`config.mk`:
```
export PLATFORM = sky130hd
export DESIGN_NAME = duc_tx_sequencer
export DESIGN_NICKNAME = d
export VERILOG_FILES = /design/src/rtl/duc_tx_sequencer.sv
export SDC_FILE = /design/constraint.sdc
export NUM_CORES = 1
export LEC_CHECK = 0
export CAP_MARGIN = 5
export CORE_UTILIZATION = 53
export CTS_CLUSTER_DIAMETER = 100
export DETAILED_ROUTE_END_ITERATION = 12
export PLACE_DENSITY = 0.85
export SLEW_MARGIN = 20
export SYNTH_ARGS = -nofsm -noshare
export SYNTH_HDL_FRONTEND = slang
export SYNTH_SLANG_ARGS = --single-unit
```
`constraint.sdc`:
```
create_clock -name lbs_clk -period 4.7 [get_ports lbs_clk]
set_clock_uncertainty 0.1 [all_clocks]
set_input_delay 0.705 -clock lbs_clk [delete_from_list [all_inputs] [get_ports lbs_clk]]
set_output_delay 0.705 -clock lbs_clk [all_outputs]
set_load 0.05 [all_outputs]
```
`src/rtl/duc_tx_sequencer.sv`:
```
// duc_tx_sequencer: local-bus master that sequences DUC transmissions on lbs_clk.
// Per frame: down-start command, sample load into the RAM window, down-end,
// trigger, then poll the DUC command register until it is cleared. It can
// re-trigger the already-loaded frame without reloading it.
// The host owns the write port while idle; the sequencer owns it while busy.
// Optional feature: define DUC_SEQ_ABORT_EN to make the abort input effective.
module duc_tx_sequencer #(
   parameter logic [13:0] START_ADDR  = 14'd12000,
   parameter int unsigned MAX_LEN     = 3840,
   parameter logic [13:0] CMD_ADDR    = 14'd16000,
   parameter int unsigned CMD_GAP     = 4,
   parameter logic [23:0] TIMEOUT_CYC = 24'd8000000
) (
   input  logic        rst_n,
   input  logic        lbs_clk,
   input  logic        start,
   input  logic [11:0] frame_len,
   input  logic [7:0]  repeat_n,
   input  logic        abort,
   input  logic        s_valid,
   input  logic [31:0] s_data,
   output logic        s_ready,
   input  logic        host_we,
   input  logic [13:0] host_addr,
   input  logic [31:0] host_din,
   output logic        m_we,
   output logic [13:0] m_addr,
   output logic [31:0] m_din,
   input  logic [31:0] duc_cmd_register,
   output logic        busy,
   output logic        done,
   output logic        err_timeout,
   output logic        err_cfg,
   output logic        host_drop,
   output logic [7:0]  frames_sent
);

   localparam logic [31:0] CMD_DOWN_START = 32'h0000_5555;
   localparam logic [31:0] CMD_DOWN_END   = 32'h0000_8888;
   localparam logic [31:0] CMD_TRIGGER    = 32'h0000_FFFF;
   localparam logic [12:0] MAX_LEN_W      = 13'(MAX_LEN);
   localparam logic [7:0]  GAP_LAST       = 8'(CMD_GAP - 1);
   localparam logic [23:0] TO_LAST        = TIMEOUT_CYC - 24'd1;

   typedef enum logic [3:0] {
      S_IDLE,
      S_CMD_START,
      S_LOAD,
      S_CMD_END,
      S_CMD_TRIG,
      S_GAP,
      S_WAIT_ACK,
      S_WAIT_DONE,
      S_FIN
   } state_t;

   state_t      state, state_nx;
   state_t      gap_ret, gap_ret_nx;
   logic [7:0]  gap_cnt, gap_cnt_nx;
   logic [11:0] len, len_nx;
   logic [11:0] idx, idx_nx;
   logic [7:0]  rpt, rpt_nx;
   logic        first, first_nx;
   logic [23:0] to_cnt, to_cnt_nx;
   logic        m_we_nx;
   logic [13:0] m_addr_nx;
   logic [31:0] m_din_nx;
   logic        done_nx;
   logic        err_timeout_nx, err_cfg_nx, host_drop_nx;
   logic [7:0]  frames_nx;
   logic        to_hit;

   assign busy    = (state != S_IDLE);
   assign s_ready = (state == S_LOAD) && (idx != len);
   assign to_hit  = (to_cnt == TO_LAST);

`ifdef DUC_SEQ_ABORT_EN
   logic finishing;
   logic abort_go;
   // Once the closing down-end write is under way, a further abort has nothing to add.
   assign finishing = (state == S_FIN) || ((state == S_GAP) && (gap_ret == S_IDLE));
   assign abort_go  = abort && busy && !finishing;
`else
   logic unused_abort;
   assign unused_abort = abort;
`endif

   // State, bus and status registers; reset clears everything and returns to IDLE.
   always_ff @(posedge lbs_clk or negedge rst_n) begin
      if (!rst_n) begin
         state       <= S_IDLE;
         gap_ret     <= S_IDLE;
         gap_cnt     <= '0;
         len         <= '0;
         idx         <= '0;
         rpt         <= '0;
         first       <= 1'b0;
         to_cnt      <= '0;
         m_we        <= 1'b0;
         m_addr      <= '0;
         m_din       <= '0;
         done        <= 1'b0;
         err_timeout <= 1'b0;
         err_cfg     <= 1'b0;
         host_drop   <= 1'b0;
         frames_sent <= '0;
      end else begin
         state       <= state_nx;
         gap_ret     <= gap_ret_nx;
         gap_cnt     <= gap_cnt_nx;
         len         <= len_nx;
         idx         <= idx_nx;
         rpt         <= rpt_nx;
         first       <= first_nx;
         to_cnt      <= to_cnt_nx;
         m_we        <= m_we_nx;
         m_addr      <= m_addr_nx;
         m_din       <= m_din_nx;
         done        <= done_nx;
         err_timeout <= err_timeout_nx;
         err_cfg     <= err_cfg_nx;
         host_drop   <= host_drop_nx;
         frames_sent <= frames_nx;
      end
   end

   // Next-state, bus write and status decode.
   always_comb begin
      state_nx       = state;
      gap_ret_nx     = gap_ret;
      gap_cnt_nx     = gap_cnt;
      len_nx         = len;
      idx_nx         = idx;
      rpt_nx         = rpt;
      first_nx       = first;
      to_cnt_nx      = to_cnt;
      m_we_nx        = 1'b0;
      m_addr_nx      = m_addr;
      m_din_nx       = m_din;
      done_nx        = 1'b0;
      err_timeout_nx = err_timeout;
      err_cfg_nx     = err_cfg;
      host_drop_nx   = host_drop;
      frames_nx      = frames_sent;

      if (busy && host_we) begin
         host_drop_nx = 1'b1;
      end

      case (state)
         S_IDLE: begin
            if (host_we) begin
               m_we_nx   = 1'b1;
               m_addr_nx = host_addr;
               m_din_nx  = host_din;
            end
            if (start) begin
               if ((frame_len == '0) || ({1'b0, frame_len} > MAX_LEN_W)) begin
                  err_cfg_nx = 1'b1;
               end else begin
                  err_timeout_nx = 1'b0;
                  err_cfg_nx     = 1'b0;
                  host_drop_nx   = 1'b0;
                  frames_nx      = '0;
                  len_nx         = frame_len;
                  rpt_nx         = repeat_n;
                  first_nx       = 1'b1;
                  idx_nx         = '0;
                  state_nx       = S_CMD_START;
               end
            end
         end
         S_CMD_START: begin
            m_we_nx    = 1'b1;
            m_addr_nx  = CMD_ADDR;
            m_din_nx   = CMD_DOWN_START;
            gap_cnt_nx = '0;
            gap_ret_nx = first ? S_LOAD : S_CMD_END;
            state_nx   = S_GAP;
         end
         S_GAP: begin
            if (gap_cnt == GAP_LAST) begin
               state_nx = gap_ret;
               if (gap_ret == S_WAIT_ACK) begin
                  to_cnt_nx = '0;
               end
               if (gap_ret == S_LOAD) begin
                  idx_nx   = '0;
                  first_nx = 1'b0;
               end
            end else begin
               gap_cnt_nx = gap_cnt + 8'd1;
            end
         end
         S_LOAD: begin
            if (s_valid && s_ready) begin
               m_we_nx   = 1'b1;
               m_addr_nx = START_ADDR + {2'b00, idx};
               m_din_nx  = s_data;
               idx_nx    = idx + 12'd1;
               if ((idx + 12'd1) == len) begin
                  state_nx = S_CMD_END;
               end
            end
         end
         S_CMD_END: begin
            m_we_nx    = 1'b1;
            m_addr_nx  = CMD_ADDR;
            m_din_nx   = CMD_DOWN_END;
            gap_cnt_nx = '0;
            gap_ret_nx = S_CMD_TRIG;
            state_nx   = S_GAP;
         end
         S_CMD_TRIG: begin
            m_we_nx    = 1'b1;
            m_addr_nx  = CMD_ADDR;
            m_din_nx   = CMD_TRIGGER;
            gap_cnt_nx = '0;
            gap_ret_nx = S_WAIT_ACK;
            state_nx   = S_GAP;
         end
         S_WAIT_ACK: begin
            to_cnt_nx = to_cnt + 24'd1;
            if (duc_cmd_register == CMD_TRIGGER) begin
               state_nx = S_WAIT_DONE;
            end else if (to_hit) begin
               err_timeout_nx = 1'b1;
               state_nx       = S_FIN;
            end
         end
         S_WAIT_DONE: begin
            to_cnt_nx = to_cnt + 24'd1;
            if (duc_cmd_register == '0) begin
               if (frames_sent != 8'hFF) begin
                  frames_nx = frames_sent + 8'd1;
               end
               if (rpt != '0) begin
                  rpt_nx   = rpt - 8'd1;
                  state_nx = S_CMD_START;
               end else begin
                  done_nx  = 1'b1;
                  state_nx = S_IDLE;
               end
            end else if (to_hit) begin
               err_timeout_nx = 1'b1;
               state_nx       = S_FIN;
            end
         end
         S_FIN: begin
            m_we_nx    = 1'b1;
            m_addr_nx  = CMD_ADDR;
            m_din_nx   = CMD_DOWN_END;
            gap_cnt_nx = '0;
            gap_ret_nx = S_IDLE;
            state_nx   = S_GAP;
         end
         default: begin
            state_nx = S_IDLE;
         end
      endcase

`ifdef DUC_SEQ_ABORT_EN
      // Abort wins over any write decoded this cycle; the closing down-end follows next cycle.
      if (abort_go) begin
         m_we_nx  = 1'b0;
         done_nx  = 1'b0;
         state_nx = S_FIN;
      end
`endif
   end

endmodule

```
Word-level counts from Yosys, hierarchy flattened
Index checks and enable logic that the tools add are counted.
Storage, ports and cells
  register bits: 132
  bits in latches: 0
  RAM bits: 0
  bits in read-only memories: 0
  bits of input ports: 136
  output and inout bits: 61
  logic and storage cells: 148
  memories kept: 0
Cells by class
  $add $sub $neg: 6
  $mul: 0
  divide/modulo/power cells: 0
  order comparisons: 1
  equal/unequal tests: 30
  shifts and indexed selects: 0
  multiplexer cells: 61
  bitwise gates (word level): 1
  reductions and logical operators: 33
Operators by type and width (number)
  case mux 32 bit (5 select lines): 1
  two-way mux 8 bit: 9
  two-way mux 32 bit: 2
  two-way mux 12 bit: 5
  two-way mux 24 bit: 2
  case mux 24 bit (2 select lines): 1
  case mux 8 bit (2 select lines): 3
  case mux 14 bit (3 select lines): 1
  case mux 12 bit (3 select lines): 1
  == test 32 x 16 -> 1 bit (second input constant): 1
  zero test 32 bit: 1
  two-way mux 4 bit: 8
  two-way mux 14 bit: 2
  AND reduction 5 bit: 5
  adder 24 x 1 -> 24 bit (second input constant): 1
  == test 24 x 23 -> 1 bit (second input constant): 1
  inequality test 2 bit (second input constant): 12
  case mux 4 bit (6 select lines): 1
  two-way mux 1 bit: 21
  == test 4 x 3 -> 1 bit (second input constant): 5
  adder 8 x 1 -> 8 bit (second input constant): 2
  case mux 4 bit (4 select lines): 1
  adder 14 x 12 -> 14 bit (first input constant): 1
  adder 12 x 1 -> 12 bit (second input constant): 1
  other kinds (27): 44

Longest topological paths before layout
Gate-level depths: netlist of run 1.
  word-level depth: 6
  mapped depth: 10
  depth with buffers taken out: 7

Worst setup path before layout of run 1
No wires, ideal clock.
  path type: register -> output
  from: reg state[1]
  to: out s_ready
  arrival: 2.233 ns
  data required time: 3.895 ns
  path slack: 1.662 ns
  stages on the path, launching flop included: 8
  buffers on the path: 3
  cells stage by stage: dfrtp_1 buf_2 nor2b_1 nor2b_1 nand2_1 buf_2 clkbuf_1 nor2_1
Between the ends
  word-level cells in the longest chain between the ends: 2
Ends and longest elaborated chain
  start: declaration: RTL line 57  | state_t state, state_nx;
  start signal: assignment: RTL line 108  | state <= state_nx;
  == test 4 x 2 -> 1 bit: RTL line 74  | assign s_ready = (state == S_LOAD) && (idx != len);
  logical AND 1 bit: RTL line 74
  end: declaration: RTL line 22  | output logic s_ready,
Every way passes these cells.

Final worst setup path of run 1
  from: reg idx[9]
  to: out s_ready
Between the ends
  word-level cells in the longest chain between the ends: 2
Ends and longest elaborated chain
  start: declaration: RTL line 61  | logic [11:0] idx, idx_nx;
  start signal: assignment: RTL line 112  | idx <= idx_nx;
  inequality test 12 bit: RTL line 74
  logical AND 1 bit: RTL line 74
Every way passes these cells.

==> summary.md, run 1 <==
| Metric | Value |
|---|---|
| Yosys warns | 0 |
| First-pass GRT wire length | 34700 um |
| Tmin final | 3630 ps |
| Final worst setup slack | 1070 ps |
| Starting density of the core | 0.552 |
| Die span in x | 121 um |
| Cells after Synth | 870 |
| CTS root buf | clkbuf_16 |
| Initial antenna violation count | 0 |
| Synth-to-Final Area Change | 35.5% |
| Dominant cell type by area after synthesis | dfrtp_1 |
| GRT Total Usage | 0.303 |
| Worst R2R Start | state[2] |
| Max-cap violations | 0 |
| Hold_ws | 332 ps |
| CP Data Required Time | 3890 ps |
| Die Area | 14500 sq um |
| Vias in the first global route | 7030 |
| Critical Path Start Type | flop |
| Critical Path Sink | s_ready |
| Drt drc | 0 |
| Clk pwr share | 0.226 |
| Crit share post-route | 0.772 |
| TritonRoute pass-1 iters | 5 |
| Net Count, Synth | 1015 |
| Power per standard cell area | 635 nW/um^2 |
| Synth Cell Area | 7460 sq um |
| Flop2flop setup slack | 1080 ps |
| Worst VDD drop | 374 uV |
| Sequential fraction of the synthesis area | 0.440 |
| Top_reg_cell synth | dfrtp_1 |
| Clk Latency, worst-skew pair | 430 ps |
| Slew headroom | 0.369 |
| Worst-path clk slew | 60 ps |
| Post-route ant nets | 0 |
| Status | finished, final reports clean |
| Hold WC Path Type | primary input to asynchronous set/reset pin |
| Final core occ | 0.748 |
| GRT overflow | 0 |
| CP Capture Type | output port |
| Worst stage delay on the critical path | 720 ps |
| Hold_buf cts | 0 |
| TritonCTS buffer count | 17 |
| Clock sink count | 131 |
| Ordered cell list for the critical path | xnor2_1 -> nand4_1 -> nor4_4 -> nor2_1 -> clkdlybuf4s50_1 |
| Crit path launch | idx[9] |
| H-tree levels | 4 |
| Site Rows | 42 |
| N_diodes | 0 |
| # IOs | 197 |
| Post-DR vias/cell | 6.09 |
| Synthesized area per cell | 8.57 sq um |
| Die Y | 121 um |
| Post-CTS Resized | 0 |
| DRT iter0 DRCs | 714 |
| Cells on worst reg2reg path | 6 |
| Switch share | 0.444 |
| GPL Wtd Cong | 0.956 |
| Layout cells sized above 1 | 0.0590 |
| Vias post-DR | 7468 |
| CTS tree | yes |
| Max clock buf depth | 2 |
| Worst-path fanout max | 9 |
| Synth cell types | 74 |
| Fmax | 276 MHz |
| Logic pwr share | 0.491 |
| Worst endpoint data arrival time | 2820 ps |
| Ranking of synthesized cells by area | dfrtp_1, nor2_1, nand2_1, a21oi_1, o21ai_0 |
| EDFF count, synth | 0 |
| Setup Buffers After CTS | 0 |
| Count of final hold-check violations | 0 |
| P_sw | 0.00285 W |
| Filler cells | 996 |
| Worst Tran Pin Value | 947 ps |
| Sequential power share | 0.283 |
| Fin nets | 1183 |
| Wire length per cell | 17.3 um |
| Final Setup Violations | 0 |
| Slew Limit Fails | 0 |
| IO Port Bufs | 195 |
| Worst r2r dst | frames_sent[3] |
| DRT Wirelength | 21200 um |
| Setup Crit Path Kind | flop to output port |
| Largest net degree at the start of global routing | 81 |
| Worst slack at placement | 1180 ps |
| Hpwl dp | 15000 um |
| Seq cells post-synth | 131 |
| Worst path slowest cell | clkdlybuf4s50_1 |
| Power Internal | 0.00357 W |
| Leak Pwr | 4.11 nW |
| Setup TNS | 0 ps |
| Post-synth ARST share | 1.00 |
| RSZ-0062 raised after global routing | no |
| Synth top area share | 0.440 |
| Core area | 13500 sq um |
metrics by stage:
stage                     cell area (sq um)  power (W)  instances
after floorplan                        7460    0.00401        870
after global placement                 9460    0.00486       1195
after detailed placement               9460    0.00495       1195
after CTS                             10100    0.00641       1227
after global routing                  10100    0.00679       1227
final                                 10100    0.00642       1227
how the worst min path moves through the flow:
stage                   to   startpoint  slack (ps)  cells past startpoint
6_report          m_din[4]        rst_n         330                      1
5_1_grt          m_addr[6]    m_addr[6]         410                      2
4_1_cts           m_din[5]        rst_n         370                      1
3_5_place_dp   err_timeout  err_timeout         370                      1
3_3_place_gp   err_timeout  err_timeout         360                      1
2_1_floorplan         done        rst_n         310                      0
state kept, by name (all words and copies together), names as in the netlist, 3 cells and up:
register / flops
m_din: 32
m_addr: 14
rpt: 8
gap_ret: 3
frames_sent: 8
len: 12
state: 4
gap_cnt: 8
idx: 12
to_cnt: 24
critical path, delay by kind of cell (launching register included):
| kind | cells | cell delay, ps |
|---|---|---|
| xor gates and xnor gates | 1 | 380 |
| and+or+nand+nor | 3 | 800 |
| DFF | 1 | 500 |
| buffers and inverters | 1 | 720 |
cells in the mapped netlist, types with 17 or more instances:
cell type,number
and3_1,19
xnor2_1,21
a31oi_1,39
buf_2,24
clkbuf_1,27
nand3_1,45
xor2_1,22
nand4_1,25
nor2_1,115
nor4_1,17
nand2_1,106
o21ai_0,54
a21oi_1,55
dfrtp_1,131
cell usage in the layout, fill, tap and decap left out, types with 7 or more instances in the layout:
cell and instances:
buf_4 8, clkbuf_16 17, inv_1 12, nand4_1 25
and4_1 7, and3_1 19, nor2_1 115, a21oi_1 55
ha_1 9, clkdlybuf4s50_1 194, nor3_1 16, a31oi_1 39
xor2_1 22, nor4_1 17, dfrtp_1 131, o21ai_0 54
nand2_1 106, a221oi_1 9, xnor2_1 21, nand3_1 45
power groups by stage:
stage	combinational (W)	sequential (W)	clock (W)
final	0.00315	0.00182	0.00145
after global routing	0.00340	0.00186	0.00152
after CTS	0.00314	0.00181	0.00146
after detailed placement	0.00312	0.00183	0
after global placement	0.00305	0.00181	0
after floorplan	0.00156	0.00245	0
cells by family (layout without fill, tap and decap cells):
| logic type | Yosys count | count (layout) | share of synthesized area |
|---|---|---|---|
| compound gates | 218 | 218 | 0.186 |
| fa+ha+maj | 9 | 9 | 0.0151 |
| simple gates | 394 | 394 | 0.258 |
| mux | 8 | 8 | 0.0117 |
| xor+xnor | 43 | 43 | 0.0505 |
| buf+inv | 67 | 248 | 0.0393 |
| flops | 131 | 131 | 0.440 |
per-layer routing:
| layer | part of all wire | GRT usage |
|---|---|---|
| met5 | 0 | 0 |
| met4 | 0.017 | 0.100 |
| met3 | 0.079 | 0.0594 |
| met2 | 0.46 | 0.490 |
| met1 | 0.44 | 0.407 |
layout make-up:
type	count	area [sq um]	share of cell area
sequential	131	3280	0.324
tap	176	220	0.0218
inverter	13	48.8	0.00483
multi-input combinational	672	3890	0.385
timing repair buffer	203	2020	0.200
clock inverter	14	210	0.0208
clock buffer	18	439	0.0435
Note: power is estimated with default switching activity, not from simulation.
==> inputs of run 2 (changes only) <==
Settings changed: CORE_UTILIZATION 53 to 45, PLACE_DENSITY 0.85 to 0.77.
Clock period 4.7 ns to 3 ns, I/O delays scaled along.
==> run 2 against run 1 <==
Net effect:
- worst setup slack lost 870 ps
- critical endpoint unchanged
- flip-flop and latch count is the same
- register-to-register slack lost 800 ps
- non-clock buffer count grew 25
- wire length shrank 0.57%
- utilization shrank 10 points
- hold slack gained 41 ps
- highest routed layer unchanged
- via count shrank 0.99%
==> summary.md, run 2 (synthesis results as in run 1) <==
| Metric | Value |
|---|---|
| Cells on worst reg2reg path | 6 (unchanged) |
| Largest regs | m_din (32), to_cnt (24), m_addr (14) |
| Worst VDD drop | 558 uV (+49%) |
| CTS tree | yes |
| Flop2flop setup slack | 280 ps (-800 ps) |
| Max clock buf depth | 2 (unchanged) |
| Crit share post-route | 0.934 |
| Core area | 16100 sq um (+19%) |
| Site Rows | 46 (+9.5%) |
| Setup Crit Path Kind | flop to output port |
| Tmin final | 2800 ps |
| Die Area | 17100 sq um (+17%) |
| CP Data Required Time | 2450 ps (-1440 ps) |
| Layout cells sized above 1 | 0.0800 (+0.0210) |
| Starting density of the core | 0.464 (-0.0878) |
| Worst-path clk slew | 60 ps (about the same) |
| Power per standard cell area | 975 nW/um^2 (+53%) |
| TritonCTS buffer count | 17 (unchanged) |
| Clk pwr share | 0.216 (-0.010) |
| Count of final hold-check violations | 0 (unchanged) |
| TritonRoute pass-1 iters | 5 (unchanged) |
| Power Total | 0.0101 W (+57%) |
| Initial antenna violation count | 0 (unchanged) |
| Post-DR vias/cell | 5.73 (-5.9%) |
| Worst Tran Pin Value | 932 ps (-14.7 ps) |
| N_diodes | 0 (unchanged) |
| Fin nets | 1208 (+2.1%) |
| # IOs | 197 (unchanged) |
| H-tree levels | 4 (unchanged) |
| Logic pwr share | 0.505 (+0.014) |
| Clk Latency, worst-skew pair | 420 ps (about the same) |
| GRT overflow | 0 (unchanged) |
| Largest net degree at the start of global routing | 81 (unchanged) |
| Worst R2R Start | state[0] |
| Switch share | 0.436 (-0.00723) |
| Worst r2r dst | state[0] |
| Synth-to-Final Area Change | 38.9% |
| Vias in the first global route | 6970 (-0.85%) |
| Die Y | 131 um (+8.4%) |
| Worst slack at placement | 230 ps (-948 ps) |
| Fmax | 357 MHz |
| Clock sink count | 131 (unchanged) |
| CTS root buf | clkbuf_16 |
| Drt drc | 0 (unchanged) |
| Setup Buffers After CTS | 0 (unchanged) |
| Worst-path fanout max | 7 (-2) |
| Leak Pwr | 4.24 nW (+3.1%) |
| Max FFs per register | 32 (unchanged) |
| Top reg by flops | m_din |
| Sequential power share | 0.279 (-0.004) |
| Hold Crit Start | m_addr[6] |
| Max-cap violations | 0 (unchanged) |
| Slew Limit Fails | 0 (unchanged) |
| WHS Path Cells | 2 |
| Vias post-DR | 7394 (-0.99%) |
| Wire length per cell | 16.3 um (-5.5%) |
| Hold_ws | 373 ps (+41.4 ps) |
| Commonest non-fill, non-tap cell in the layout | clkdlybuf4s50_1 |
| Worst endpoint data arrival time | 2250 ps (-570 ps) |
| Commonest cells after routing, fill and taps aside | clkdlybuf4s50_1, dfrtp_1, nor2_1 |
| CP Capture Type | output port |
| Critical Path Start Type | flop |
| Die span in x | 131 um (+8.4%) |
| Hold WC Path Type | flop to flop |
| DRT Wirelength | 21100 um (-0.57%) |
| DRT iter0 DRCs | 551 (-23%) |
| Final worst setup slack | 199 ps (-874 ps) |
| IO Port Bufs | 195 (unchanged) |
| Slew headroom | 0.376 (+0.00747) |
| RSZ-0062 raised after global routing | no |
| Hpwl dp | 15200 um (+1.1%) |
| Status | finished, final reports clean |
| First-pass GRT wire length | 33800 um (-2.6%) |
| Power Internal | 0.00569 W (+59%) |
| P_sw | 0.00441 W (+55%) |
| GRT Total Usage | 0.252 (-0.0503) |
| Post-route ant nets | 0 (unchanged) |
| GPL Wtd Cong | 0.907 (-5.1%) |
| Final Setup Violations | 0 (unchanged) |
| Setup TNS | 0 ps (unchanged) |
| Worst Hold End | m_addr[6] |
run 2: final cells by class:
type / instances / area (sq um)
clock inverters: 10 / 155
repair buffers: 228 / 2250
well taps: 216 / 270
multi-input cells: 672 / 3890
fillers: 1305 / 5700
flip-flops and latches: 131 / 3280
inverters: 13 / 48.8
clock buffers: 21 / 470
run 2: worst max path at each step:
stage                               from        endpoint
finish                            idx[3]         s_ready
global route                    state[0]        state[0]
CTS                               idx[3]         s_ready
detailed placement  duc_cmd_register[26]  frames_sent[7]
global placement            frame_len[5]          idx[3]
floorplan                       state[1]         s_ready
run 2: power groups by stage:
stage	registers, W	clock network, W	logic, W
global placement	0.00282	0	0.00499
CTS	0.00281	0.00222	0.00510
detailed placement	0.00284	0	0.00507
finish	0.00281	0.00218	0.00510
global route	0.00290	0.00231	0.00556
floorplan	0.00383	0	0.00245
run 2: through the flow:
step	std cells	utilization	area (sq um)
6_report	1291	0.645	10400
5_1_grt	1291	0.645	10400
4_1_cts	1291	0.645	10400
3_5_place_dp	1259	0.605	9720
3_3_place_gp	1259	0.605	9720
2_1_floorplan	870	-	7460
run 2: timing repair:
item / in CTS / in global routing
resized for setup: 0 / 0
hold endpoints to repair: 70 / 0
hold buffers: 1 / 0
run 2: routing by layer:
layer | wire (um) | up-vias | global-route usage
li1 | - | 3554 | -
met1 | 9440 | 3516 | 0.331
met2 | 9680 | 299 | 0.415
met3 | 1640 | 25 | 0.0554
met4 | 324 | 0 | 0.0805
met5 | 0 | - | 0
run 2: worst max-delay path, stage by stage, from the launching register on:
cell     delay [ps]
dfrtp_1         460
xnor2_1         330
nand4_1         220
nor4_4          490
nor2_1          160
buf_12          180
